File: src/rtl/bin2bcd_seq.sv
// Sequential double-dabble binary-to-BCD converter feeding the 7-segment digit decoders.
// Optional build macro BIN2BCD_BLANK_LZ_EN turns leading zero digits into 4'hF (blank).
//
// state   | meaning
// S_IDLE  | in_ready high, waiting for in_valid
// S_SHIFT | BIN_W add-3/shift iterations in flight, input ignored
module bin2bcd_seq #(
  parameter int BIN_W  = 14,
  parameter int DIGITS = 4
) (
  input  logic                  clk,
  input  logic                  rst_n,
  input  logic                  in_valid,
  output logic                  in_ready,
  input  logic [BIN_W-1:0]      in_bin,
  output logic                  out_valid,
  output logic [4*DIGITS-1:0]   out_bcd,
  output logic                  overflow
);

  localparam int              BCD_W     = 4 * DIGITS;
  localparam int              CNT_W     = (BIN_W < 2) ? 1 : $clog2(BIN_W);
  localparam logic [31:0]     OVF_LIMIT = 32'(10 ** DIGITS);
  localparam logic [CNT_W-1:0] LAST_ITER = CNT_W'(BIN_W - 1);

  typedef enum logic {
    S_IDLE  = 1'b0,
    S_SHIFT = 1'b1
  } state_t;

  state_t             r_state;
  state_t             w_state_next;
  logic [BIN_W-1:0]   r_shreg;
  logic [BCD_W-1:0]   r_work;
  logic [CNT_W-1:0]   r_cnt;
  logic               r_ovf;
  logic               r_out_valid;
  logic [BCD_W-1:0]   r_out_bcd;
  logic               r_overflow;
  logic               w_accept;
  logic               w_last;
  logic [BCD_W-1:0]   w_work_adj;
  logic [BCD_W-1:0]   w_work_next;
  logic [BCD_W-1:0]   w_result;

  assign in_ready  = (r_state == S_IDLE);
  assign out_valid = r_out_valid;
  assign out_bcd   = r_out_bcd;
  assign overflow  = r_overflow;

  always_comb begin
    w_state_next = r_state;
    w_accept     = 1'b0;
    w_last       = 1'b0;
    case (r_state)
      S_IDLE: begin
        if (in_valid) begin
          w_accept     = 1'b1;
          w_state_next = S_SHIFT;
        end
      end
      S_SHIFT: begin
        if (r_cnt == LAST_ITER) begin
          w_last       = 1'b1;
          w_state_next = S_IDLE;
        end
      end
      default: w_state_next = S_IDLE;
    endcase
  end

  always_ff @(posedge clk or negedge rst_n) begin
    if (!rst_n) begin
      r_state <= S_IDLE;
    end else begin
      r_state <= w_state_next;
    end
  end

  // Every nibble is corrected in parallel before the shift.
  genvar g_d;
  generate
    for (g_d = 0; g_d < DIGITS; g_d++) begin : g_add3
      assign w_work_adj[4*g_d +: 4] = (r_work[4*g_d +: 4] >= 4'd5) ?
                                      (r_work[4*g_d +: 4] + 4'd3) :
                                      r_work[4*g_d +: 4];
    end
  endgenerate

  assign w_work_next = {w_work_adj[BCD_W-2:0], r_shreg[BIN_W-1]};

  always_comb begin
    w_result = w_work_next;
    if (r_ovf) begin
      w_result = '1;
    end
`ifdef BIN2BCD_BLANK_LZ_EN
    else begin
      logic seen;
      seen = 1'b0;
      // Digit 0 is never blanked so a zero value still shows "0".
      for (int d = DIGITS - 1; d >= 1; d--) begin
        if (w_work_next[4*d +: 4] != 4'd0) begin
          seen = 1'b1;
        end else if (!seen) begin
          w_result[4*d +: 4] = 4'hF;
        end
      end
    end
`endif
  end

  always_ff @(posedge clk or negedge rst_n) begin
    if (!rst_n) begin
      r_shreg     <= '0;
      r_work      <= '0;
      r_cnt       <= '0;
      r_ovf       <= 1'b0;
      r_out_valid <= 1'b0;
      r_out_bcd   <= '0;
      r_overflow  <= 1'b0;
    end else begin
      r_out_valid <= 1'b0;
      if (w_accept) begin
        r_shreg <= in_bin;
        r_work  <= '0;
        r_cnt   <= '0;
        r_ovf   <= (32'(in_bin) >= OVF_LIMIT);
      end else if (r_state == S_SHIFT) begin
        r_shreg <= r_shreg << 1;
        r_work  <= w_work_next;
        r_cnt   <= r_cnt + 1'b1;
        if (w_last) begin
          r_out_bcd   <= w_result;
          r_overflow  <= r_ovf;
          r_out_valid <= 1'b1;
        end
      end
    end
  end

endmodule

File: config.mk
export PLATFORM = sky130hd
export DESIGN_NAME = bin2bcd_seq
export DESIGN_NICKNAME = d
export VERILOG_FILES = /design/src/rtl/bin2bcd_seq.sv
export SDC_FILE = /design/constraint.sdc
export NUM_CORES = 1
export LEC_CHECK = 0
export CAP_MARGIN = 20
export CORE_MARGIN = 4
export CORE_UTILIZATION = 58
export DETAILED_ROUTE_END_ITERATION = 8
export GPL_ROUTABILITY_DRIVEN = 1
export PLACE_DENSITY = 0.84
export SETUP_SLACK_MARGIN = 0.02
export SYNTH_ARGS = -nofsm -noshare
export SYNTH_HDL_FRONTEND = slang
export SYNTH_SLANG_ARGS = --single-unit
File: constraint.sdc
create_clock -name clk -period 3.6 [get_ports clk]
set_input_delay 0.54 -clock clk [delete_from_list [all_inputs] [get_ports clk]]
set_output_delay 0.54 -clock clk [all_outputs]
set_load 0.03 [all_outputs]
==> flow_metrics.env, run 1 <==
export IMPL_async_flop_share=1.00
export IMPL_global_route_wire_length_before_repair_um=8430
export IMPL_post_synth_instance_area_um2=2620
export IMPL_tightestPinTransition_ns=0.980
export IMPL_crit_fanout=11
export IMPL_report_power_total_uw=2810
export IMPL_timing_reg2reg_setup_slack_ns=1.57
export IMPL_die_width_um=75.3
export IMPL_clock_tree_root_cell="clkbuf_8"
export IMPL_groute_layer_met1_usage=0.261
export IMPL_timing_max_slew_rel_slack=0.346
export IMPL_cp_cell_sequence="inv_1 -> clkdlybuf4s50_1"
export IMPL_worstReg2RegStart="r_state$_DFF_PN0_"
export IMPL_cts_repair_resized=0
export IMPL_ys_types=32
export IMPL_drcViolationCount=0
export IMPL_nature_of_the_critical_path_endpoint="primary output"
export IMPL_nFillCells=329
export IMPL_synth_warnings=0
export IMPL_ys_ff_latch=54
export IMPL_clock_sinks=54
export IMPL_routed_via_density=5.65
export IMPL_regToRegEndpoint="out_bcd[2]$_DFFE_PN0P_"
export IMPL_flow_area_growth_from_synthesis_pct=16.8
export IMPL_yosysMostFrequentCell="dfrtp_1"
export IMPL_unrepaired_setup_endpoints_after_global_routing="false"
export IMPL_fin_tns_setup_ns=0
export IMPL_placeableCoreArea_um2=4350
export IMPL_synth_area_top_cells="dfrtp_1 52%, mux2i_1 6.5%, o21ai_0 5.0%"
export IMPL_ir_worst_vdd_v=0.000469
export IMPL_finalNetCount=311
export IMPL_cpPeakStageDelay_ns=0.74
export IMPL_maximum_achievable_frequency_mhz=445
export IMPL_synth_cells=252
export IMPL_groute_layer_met3_usage=0.0521
export IMPL_skew_ns=0.00694
export IMPL_net_count_after_synthesis=279
export IMPL_syn_avg_cell_area_um2=10.4
export IMPL_holdBufCountCts=0
export IMPL_critPathSlowestCell="clkdlybuf4s50_1"
export IMPL_globalRouteTotalUtil=0.196
export IMPL_power_density_nw_per_um2=916
export IMPL_run_status="finished, final reports clean"
export IMPL_finalSetupViolCount=0
export IMPL_final_layout_size_suffix_gt1_frac=0.0667
export IMPL_initial_core_util=0.603
export IMPL_floorplan_die_area_um2=5660
export IMPL_synth_edf_count=0
export IMPL_worstPathRequired_ns=3.06
export IMPL_grt_start_max_net_pins=59
export IMPL_rr_worst_depth=5
export IMPL_hold_class="in2async"
export IMPL_final_period_utilization=0.624
export IMPL_holdWs_ns=0.382
export IMPL_postCtsSetupRepairBufs=0
export IMPL_via_count=1903
export IMPL_globalplace_congestion=0.778
export IMPL_cts_inserted_buffers=5
export IMPL_layout_cells_non_filler=337
export IMPL_antenna_found_initial=0
export IMPL_total_number_of_placement_rows=24
export IMPL_cap_viol_max_count=0
export IMPL_dpl_cell_count=329
export IMPL_final_max_slew_violation_count=0
export IMPL_synth_largest_area_cell="dfrtp_1"
export IMPL_seq_area_frac_synth=0.515
export IMPL_gr_max_usage_layer="met2"
export IMPL_tritoncts="built"
export IMPL_data_arrival_critical_path_ns=1.71
export IMPL_ioPinCount=36
export IMPL_crit_type="reg2out"
export IMPL_io_buffer_count=35
export IMPL_finalHoldViolCount=0
export IMPL_via_count_of_the_first_global_routing_pass=1814
export IMPL_synth_cells_most_frequent="54 x dfrtp_1, 28 x nand2_1, 26 x o21ai_0, 18 x nor2_1, 17 x mux2i_1"
export IMPL_globalRouteOverflowTotal=0
export IMPL_multi_input_area_um2=1140
export IMPL_layout_area_seq_um2=1350
export IMPL_worst_setup_path_start_kind="register"
export IMPL_first_pass_iteration_count_of_the_detailed_router=4
export IMPL_h_tree_depth_reported_by_cts=2
export IMPL_insertion_delay_ns=0.31
export IMPL_clkTransAtPathRegs_ns=0.10
export IMPL_post_layout_minimum_cycle_time_ns=2.25
export IMPL_die_h_um=75.3
export IMPL_dp_hpwl_um=3340
export IMPL_synth_largest_type_area_fraction=0.515
export IMPL_detail_route_wirelength_um=4930
export IMPL_clockBufferDepth=2
export IMPL_power_leakage_uw=0.00139
export IMPL_routed_len_inst_um=14.6
export IMPL_detail_route_antenna_nets=0
export IMPL_met2_usage_in_global_routing=0.320
export IMPL_detail_route_iter0_violations=130
export IMPL_insertedDiodeCount=0
export IMPL_synthFlopType="dfrtp_1"
==> cell type report <==
cell class              instances  area share
clock buffers                   6      0.0269
clock inverters                 2     0.00408
inverters                      11      0.0135
multi-input cells             174       0.373
flip-flops and latches         54       0.441
well taps                      52      0.0212
repair buffers                 38       0.120
==> power by group <==
| part | switching [uW] | leakage (uW) | internal (uW) |
|---|---|---|---|
| Clock | 194 | 0.0000472 | 155 |
| Combinational | 743 | 0.000679 | 626 |
| Sequential | 212 | 0.000667 | 877 |
| Total | 1150 | 0.00139 | 1660 |
==> state kept, by name (all words and copies together) (netlist names) <==
register and count:
r_ovf 1, r_shreg 14, out_bcd 16, overflow 1
r_work 16, r_state 1, out_valid 1, r_cnt 4
==> per-stage QoR <==
stage,area (um^2),util,setup WS (ns)
finish,3070,0.704,1.35
global route,3070,0.704,1.28
CTS,3070,0.704,1.34
detailed placement,2970,0.682,1.46
global placement,2970,0.682,1.47
floorplan,2620,-,2.17
==> worst max-delay path by stage <==
stage,startpoint,end,slack [ns],depth (start not counted)
4_1_cts,r_state$_DFF_PN0_,in_ready,1.34,2
6_report,r_state$_DFF_PN0_,in_ready,1.35,2
2_1_floorplan,r_work[12]$_DFFE_PN0P_,r_work[14]$_DFFE_PN0P_,2.17,6
3_5_place_dp,in_valid,r_work[15]$_DFFE_PN0P_,1.46,5
3_3_place_gp,in_valid,r_work[11]$_DFFE_PN0P_,1.47,5
5_1_grt,r_state$_DFF_PN0_,in_ready,1.28,2
==> layout by cell type (no fill, tap or decap) <==
master / n
a21o_1: 11
a21oi_1: 11
a21oi_2: 4
a31oi_1: 4
a32o_1: 4
buf_2: 1
buf_4: 3
clkbuf_8: 6
clkdlybuf4s50_1: 34
clkinv_2: 1
clkinvlp_4: 1
dfrtp_1: 54
ha_1: 10
inv_1: 10
inv_2: 1
mux2_2: 1
mux2i_1: 17
nand2_1: 28
nand2b_1: 6
nand3_1: 2
nand3b_1: 1
nand4_4: 1
nor2_1: 18
nor3_1: 4
nor3b_1: 6
nor4_1: 1
o21ai_0: 26
o21ai_1: 1
o22a_1: 6
o31a_1: 1
o31ai_1: 2
or3_1: 4
xnor2_1: 4
xor2_1: 1
==> worst max-delay path, delay by kind of cell, from the launching register on <==
kind,cells,cell delay (ns)
buf+inv,2,1.00
flops,1,0.40
==> cells by family after synthesis <==
kind of cell    after synthesis  share of synthesized area
compound gates               70                      0.171
buf+inv                      24                     0.0486
mux                          18                     0.0691
xor+xnor                      5                     0.0167
simple gates                 71                      0.132
flops                        54                      0.515
fa+ha+maj                    10                     0.0477
==> metal layers <==
layer | vias up | part of all wire
met5 | - | 0
met4 | 0 | 0.012
met3 | 7 | 0.051
met2 | 37 | 0.48
met1 | 917 | 0.46
li1 | 942 | -
(Power assumes the default switching activity.)
==> inputs of run 2 (changes only) <==
- CORE_UTILIZATION: 58 -> 54
- PLACE_DENSITY: 0.84 -> 0.79
- clock period: 3.6 -> 2.3 ns (I/O delays scaled with it)
==> run 2 against run 1 <==
Against the previous run:
- count of clock-buffer cells in the layout up 1
- largest power group unchanged
- via count down 0.21%
- routed wire length up 1.0%
- largest cell class unchanged
- cell count up 5.3%
- clock power up 41%
- sequential power up 56%
- register-to-register slack worse by 0.84 ns
- clock skew down 0.00092 ns
- core utilization down 4.6 points
- first-iteration DRC count down 25%
- critical endpoint unchanged
- die area up 6.6%
==> flow_metrics.env, run 2 (same netlist as run 1, synthesis figures left out) <==
export IMPL_antenna_found_initial=0
export IMPL_maximum_achievable_frequency_mhz=554
export IMPL_hold_class="in2async"
export IMPL_routed_len_inst_um=14.0
export IMPL_via_count=1899
export IMPL_tightestPinTransition_ns=0.549
export IMPL_timing_max_slew_rel_slack=0.634
export IMPL_dp_hpwl_um=3480
export IMPL_initial_core_util=0.555
export IMPL_total_number_of_placement_rows=25
export IMPL_globalRouteOverflowTotal=0
export IMPL_io_buffer_count=35
export IMPL_tritoncts="built"
export IMPL_detail_route_wirelength_um=4990
export IMPL_report_power_total_uw=4370
export IMPL_crit_fanout=3
export IMPL_h_tree_depth_reported_by_cts=2
export IMPL_ioPinCount=36
export IMPL_final_max_slew_violation_count=0
export IMPL_postCtsSetupRepairBufs=0
export IMPL_routed_via_density=5.35
export IMPL_floorplan_die_area_um2=6040
export IMPL_ir_worst_vdd_v=0.000505
export IMPL_highest_metal_used="met4"
export IMPL_globalRouteTotalUtil=0.179
export IMPL_grt_start_max_net_pins=43
export IMPL_fin_tns_setup_ns=0
export IMPL_cts_repair_resized=0
export IMPL_cts_inserted_buffers=5
export IMPL_power_density_nw_per_um2=1410
export IMPL_routed_wl_met2_um=2340
export IMPL_insertion_delay_ns=0.30
export IMPL_skew_ns=0.00602
export IMPL_run_status="finished, final reports clean"
export IMPL_power_leakage_uw=0.00141
export IMPL_crit_type="reg2out"
export IMPL_clock_tree_root_cell="clkbuf_8"
export IMPL_drcViolationCount=0
export IMPL_placement_setup_worst_slack_ns=0.604
export IMPL_final_period_utilization=0.784
export IMPL_setup_ws_ns=0.496
export IMPL_finalSetupViolCount=0
export IMPL_worst_setup_path_start_kind="register"
export IMPL_final_layout_size_suffix_gt1_frac=0.0694
export IMPL_die_width_um=77.7
export IMPL_clkTransAtPathRegs_ns=0.09
export IMPL_post_layout_minimum_cycle_time_ns=1.80
export IMPL_insertedDiodeCount=0
export IMPL_nFillCells=382
export IMPL_finalNetCount=315
export IMPL_wl_met1_um=2400
export IMPL_detail_route_iter0_violations=97
export IMPL_first_pass_iteration_count_of_the_detailed_router=4
export IMPL_clockBufferDepth=2
export IMPL_detail_route_antenna_nets=0
export IMPL_finalHoldViolCount=0
export IMPL_via_count_of_the_first_global_routing_pass=1872
export IMPL_holdBufCountCts=0
export IMPL_globalplace_congestion=0.737
export IMPL_global_route_wire_length_before_repair_um=8550
export IMPL_die_h_um=77.7
export IMPL_multi_input_area_um2=1140
export IMPL_nature_of_the_critical_path_endpoint="primary output"
export IMPL_cap_viol_max_count=0
export IMPL_clock_sinks=54
export IMPL_most_common_cell_after_layout_fill_and_taps_aside="dfrtp_1"
export IMPL_met3RoutedLength_um=180
export IMPL_unrepaired_setup_endpoints_after_global_routing="false"
export IMPL_worstPathRequired_ns=1.96
export IMPL_layout_cells_most_common_list="54 x dfrtp_1, 34 x clkdlybuf4s50_1, 28 x nand2_1"
export IMPL_placeableCoreArea_um2=4720
export IMPL_data_arrival_critical_path_ns=1.46
export IMPL_layout_area_seq_um2=1350
export IMPL_flow_area_growth_from_synthesis_pct=18.5
## run 2: cell types whose count changed in the layout (fill, tap and decap cells not counted)
cell        previous run  this run
buf_4                  3         6
clkinv_2               1         0
clkbuf_8               6         5
clkbuf_1               0         2
clkinvlp_4             1         0
buf_12                 0         1
## run 2: area by class of cell
class	count	area share
clock buffer	7	0.0246
multi-input combinational	174	0.368
sequential	54	0.435
tap	67	0.0270
timing repair buffer	42	0.132
inverter	11	0.0133
## run 2: routing by layer
| layer | global-route usage | up-vias |
|---|---|---|
| met5 | 0 | - |
| met4 | 0.0534 | 0 |
| met3 | 0.0418 | 6 |
| met2 | 0.303 | 31 |
| met1 | 0.227 | 911 |
| li1 | - | 951 |
## run 2: through the flow
stage | util | cell area, um^2 | std cells | hold WS [ns]
after global routing | 0.658 | 3110 | 355 | 0.0568
after global placement | 0.642 | 3030 | 348 | 0.366
after CTS | 0.658 | 3110 | 355 | 0.0367
after detailed placement | 0.642 | 3030 | 348 | 0.369
after floorplan | - | 2620 | 252 | 0.0494
final | 0.658 | 3110 | 355 | 0.0174
## run 2: power breakdown
part | switching [uW] | leakage (uW) | internal (uW) | total [uW]
Clock | 283 | 0.0000383 | 210 | 493
Combinational | 1170 | 0.000704 | 1010 | 2170
Sequential | 331 | 0.000667 | 1370 | 1700
## run 2: worst paths after layout
check / from / to / slack [ns] / depth (start not counted)
max reg2reg: r_cnt[1]$_DFFE_PN0P_ / out_bcd[6]$_DFFE_PN0P_ / 0.73 / 6
min reg2reg: overflow$_DFFE_PN0P_ / overflow$_DFFE_PN0P_ / 0.48 / 2
max in group asynchronous: rst_n / out_bcd[5]$_DFFE_PN0P_ / 1.72 / 2
min: rst_n / r_shreg[11]$_DFFE_PN0P_ / 0.02 / 1
min in group clk: overflow$_DFFE_PN0P_ / overflow$_DFFE_PN0P_ / 0.48 / 2
max: r_state$_DFF_PN0_ / in_ready / 0.50 / 2
## run 2: critical path, cell delays in order (launching register included)
cell and delay (ns):
dfrtp_1 0.41, inv_1 0.08, clkdlybuf4s50_1 0.67
==> inputs of run 3 (changes only) <==
- CORE_UTILIZATION: 54 -> 49
- PLACE_DENSITY: 0.79 -> 0.75
- clock period: 2.3 -> 1.6 ns (I/O delays scaled with it)
==> run 3 against run 2 <==
Against the previous run:
- sequential share of layout area is 2.0 points lower
- largest power group unchanged
- die area is 9.1% higher
- count of clock-buffer cells in the layout is 2 lower
- routed wire length up 9.7%
- sequential power rose by 45%
- clock skew grew 0.0030 ns
- register-to-register slack got worse by 0.65 ns
- critical path depth increased by 4
- final area rose by 5.0%
- flip-flop and latch count did not move
- setup slack lost 0.41 ns
- hold slack improved by 0.43 ns
==> flow_metrics.env, run 3 (same netlist as run 1, synthesis figures left out) <==
export IMPL_run_status="finished, final reports clean"
export IMPL_worst_setup_path_start_kind="register"
export IMPL_hold_class="in2async"
export IMPL_power_sequential_fraction=0.368
export IMPL_first_pass_iteration_count_of_the_detailed_router=4
export IMPL_grt_start_max_net_pins=59
export IMPL_combPwrFrac=0.496
export IMPL_layout_cells_most_common_list="53 x dfrtp_1, 28 x nand2_1, 26 x o21ai_0"
export IMPL_nature_of_the_critical_path_endpoint="register"
export IMPL_final_period_utilization=0.949
export IMPL_layout_area_seq_um2=1350
export IMPL_tightestPinTransition_ns=0.370
export IMPL_clock_tree_root_cell="clkbuf_8"
export IMPL_nFillCells=448
export IMPL_via_count=1999
export IMPL_post_layout_minimum_cycle_time_ns=1.52
export IMPL_die_h_um=81.2
export IMPL_cts_inserted_buffers=5
export IMPL_globalplace_congestion=0.786
export IMPL_ioPinCount=36
export IMPL_initial_core_util=0.510
export IMPL_crit_type="reg2reg"
export IMPL_cap_viol_max_count=0
export IMPL_die_width_um=81.2
export IMPL_switching_power_uw=2730
export IMPL_maximum_achievable_frequency_mhz=659
export IMPL_tritoncts="built"
export IMPL_detail_route_wirelength_um=5470
export IMPL_clockBufferDepth=2
export IMPL_multi_input_area_um2=1170
export IMPL_ir_worst_vdd_v=0.000671
export IMPL_dp_hpwl_um=3630
export IMPL_insertion_delay_ns=0.31
export IMPL_final_max_slew_violation_count=0
export IMPL_detail_route_antenna_nets=0
export IMPL_unrepaired_setup_endpoints_after_global_routing="false"
export IMPL_holdWs_ns=0.449
export IMPL_rr_worst_depth=6
export IMPL_floorplan_die_area_um2=6590
export IMPL_h_tree_depth_reported_by_cts=2
export IMPL_finalNetCount=323
export IMPL_fin_tns_setup_ns=0
export IMPL_drcViolationCount=0
export IMPL_power_density_nw_per_um2=2040
export IMPL_power_share_switching=0.410
export IMPL_final_layout_size_suffix_gt1_frac=0.138
export IMPL_global_route_wire_length_before_repair_um=9000
export IMPL_routed_len_inst_um=14.9
export IMPL_io_buffer_count=35
export IMPL_finalSetupViolCount=0
export IMPL_flow_area_growth_from_synthesis_pct=24.3
export IMPL_via_count_of_the_first_global_routing_pass=1959
export IMPL_insertedDiodeCount=0
export IMPL_cp_cell_sequence="inv_2 -> ha_1 -> nand2b_4 -> a21oi_2 -> mux2i_2 -> a21o_1"
export IMPL_placeableCoreArea_um2=5140
export IMPL_clkTransAtPathRegs_ns=0.09
export IMPL_dpl_instance_area_um2=3070
export IMPL_routed_via_density=5.45
export IMPL_crit_fanout=4
export IMPL_globalRouteOverflowTotal=0
export IMPL_power_leakage_uw=0.00154
export IMPL_globalRouteTotalUtil=0.177
export IMPL_antenna_found_initial=0
export IMPL_clock_power_share=0.135
export IMPL_timing_max_slew_rel_slack=0.753
export IMPL_critPathSlowestCell="dfrtp_1"
export IMPL_clock_sinks=54
export IMPL_finalHoldViolCount=0
export IMPL_data_arrival_critical_path_ns=1.76
export IMPL_final_cell_area_um2=3260
export IMPL_detail_route_iter0_violations=125
export IMPL_skew_ns=0.00901
export IMPL_total_number_of_placement_rows=26
export IMPL_most_common_cell_after_layout_fill_and_taps_aside="dfrtp_1"
export IMPL_report_power_total_uw=6670
export IMPL_worstPathRequired_ns=1.84
export IMPL_p_int_uw=3940
export IMPL_cpPeakStageDelay_ns=0.44
-- run 3: cell types whose count changed in the layout (fill, tap and decap cells not counted), moves of 2 or more --
cell,change
inv_2,+3
buf_12,+2
inv_1,-4
dlymetal6s2s_1,+3
nand2b_1,-2
clkbuf_1,-2
clkdlybuf4s50_1,-19
ha_2,+3
clkinv_2,+2
buf_4,+4
dlygate4sd2_1,+16
ha_1,-3
-- run 3: power by group through the flow --
stage / Clock [uW] / Sequential [uW] / Combinational (uW)
2_1_floorplan: 0 / 2800 / 1870
3_3_place_gp: 0 / 2460 / 3120
3_5_place_dp: 0 / 2480 / 3250
4_1_cts: 928 / 2450 / 3140
5_1_grt: 988 / 2550 / 3660
6_report: 901 / 2460 / 3310
-- run 3: per-stage QoR --
stage / std cells / util / setup WS (ns)
3_3_place_gp: 352 / 0.597 / 0.106
4_1_cts: 361 / 0.616 / 0.0210
3_5_place_dp: 352 / 0.597 / 0.0667
5_1_grt: 367 / 0.635 / 0.000113
6_report: 367 / 0.635 / 0.0823
2_1_floorplan: 252 / - / 0.167
-- run 3: final timing paths --
path                                              from                       to  slack [ns]
max in group asynchronous                        rst_n        r_state$_DFF_PN0_        0.91
worst min register to register  out_bcd[0]$_DFFE_PN0P_   out_bcd[0]$_DFFE_PN0P_        0.47
worst max register to register   r_work[8]$_DFFE_PN0P_   r_work[10]$_DFFE_PN0P_        0.08
worst max-delay path             r_work[8]$_DFFE_PN0P_   r_work[10]$_DFFE_PN0P_        0.08
worst min-delay path                             rst_n  out_bcd[13]$_DFFE_PN0P_        0.45
min in group clk                out_bcd[0]$_DFFE_PN0P_   out_bcd[0]$_DFFE_PN0P_        0.47
-- run 3: layout make-up --
| class | count | area share |
|---|---|---|
| inverters | 11 | 0.0134 |
| clock buffers | 5 | 0.0211 |
| clock inverters | 3 | 0.0123 |
| multi-input cells | 174 | 0.357 |
| flip-flops and latches | 54 | 0.415 |
| well taps | 70 | 0.0269 |
| repair buffers | 50 | 0.154 |
-- run 3: per-layer routing --
| metal | up-vias | wire length, um | global-route usage |
|---|---|---|---|
| li1 | 974 | - | - |
| met1 | 963 | 2400 | 0.217 |
| met2 | 49 | 2750 | 0.312 |
| met3 | 13 | 209 | 0.0322 |
| met4 | 0 | 116 | 0.0642 |
| met5 | - | 0 | 0 |
-- run 3: timing repair --
action                                  4_1_cts  5_1_grt
pin swaps                                     0        5
hold buffers                                  1        0
setup buffers                                 0        5
gates resized for setup                      16       15
endpoints found under the setup margin       16       20
cloned                                        0        1
hold endpoints to repair                     54        0
-- run 3: critical path: cells and delay by family (launching register included) --
kind / cells / cell delay [ns]
DFF: 1 / 0.44
adders and majority gates: 1 / 0.22
muxes: 1 / 0.29
buffers and inverters: 1 / 0.07
AOI/OAI and AO/OA: 2 / 0.37
and+or+nand+nor: 1 / 0.07
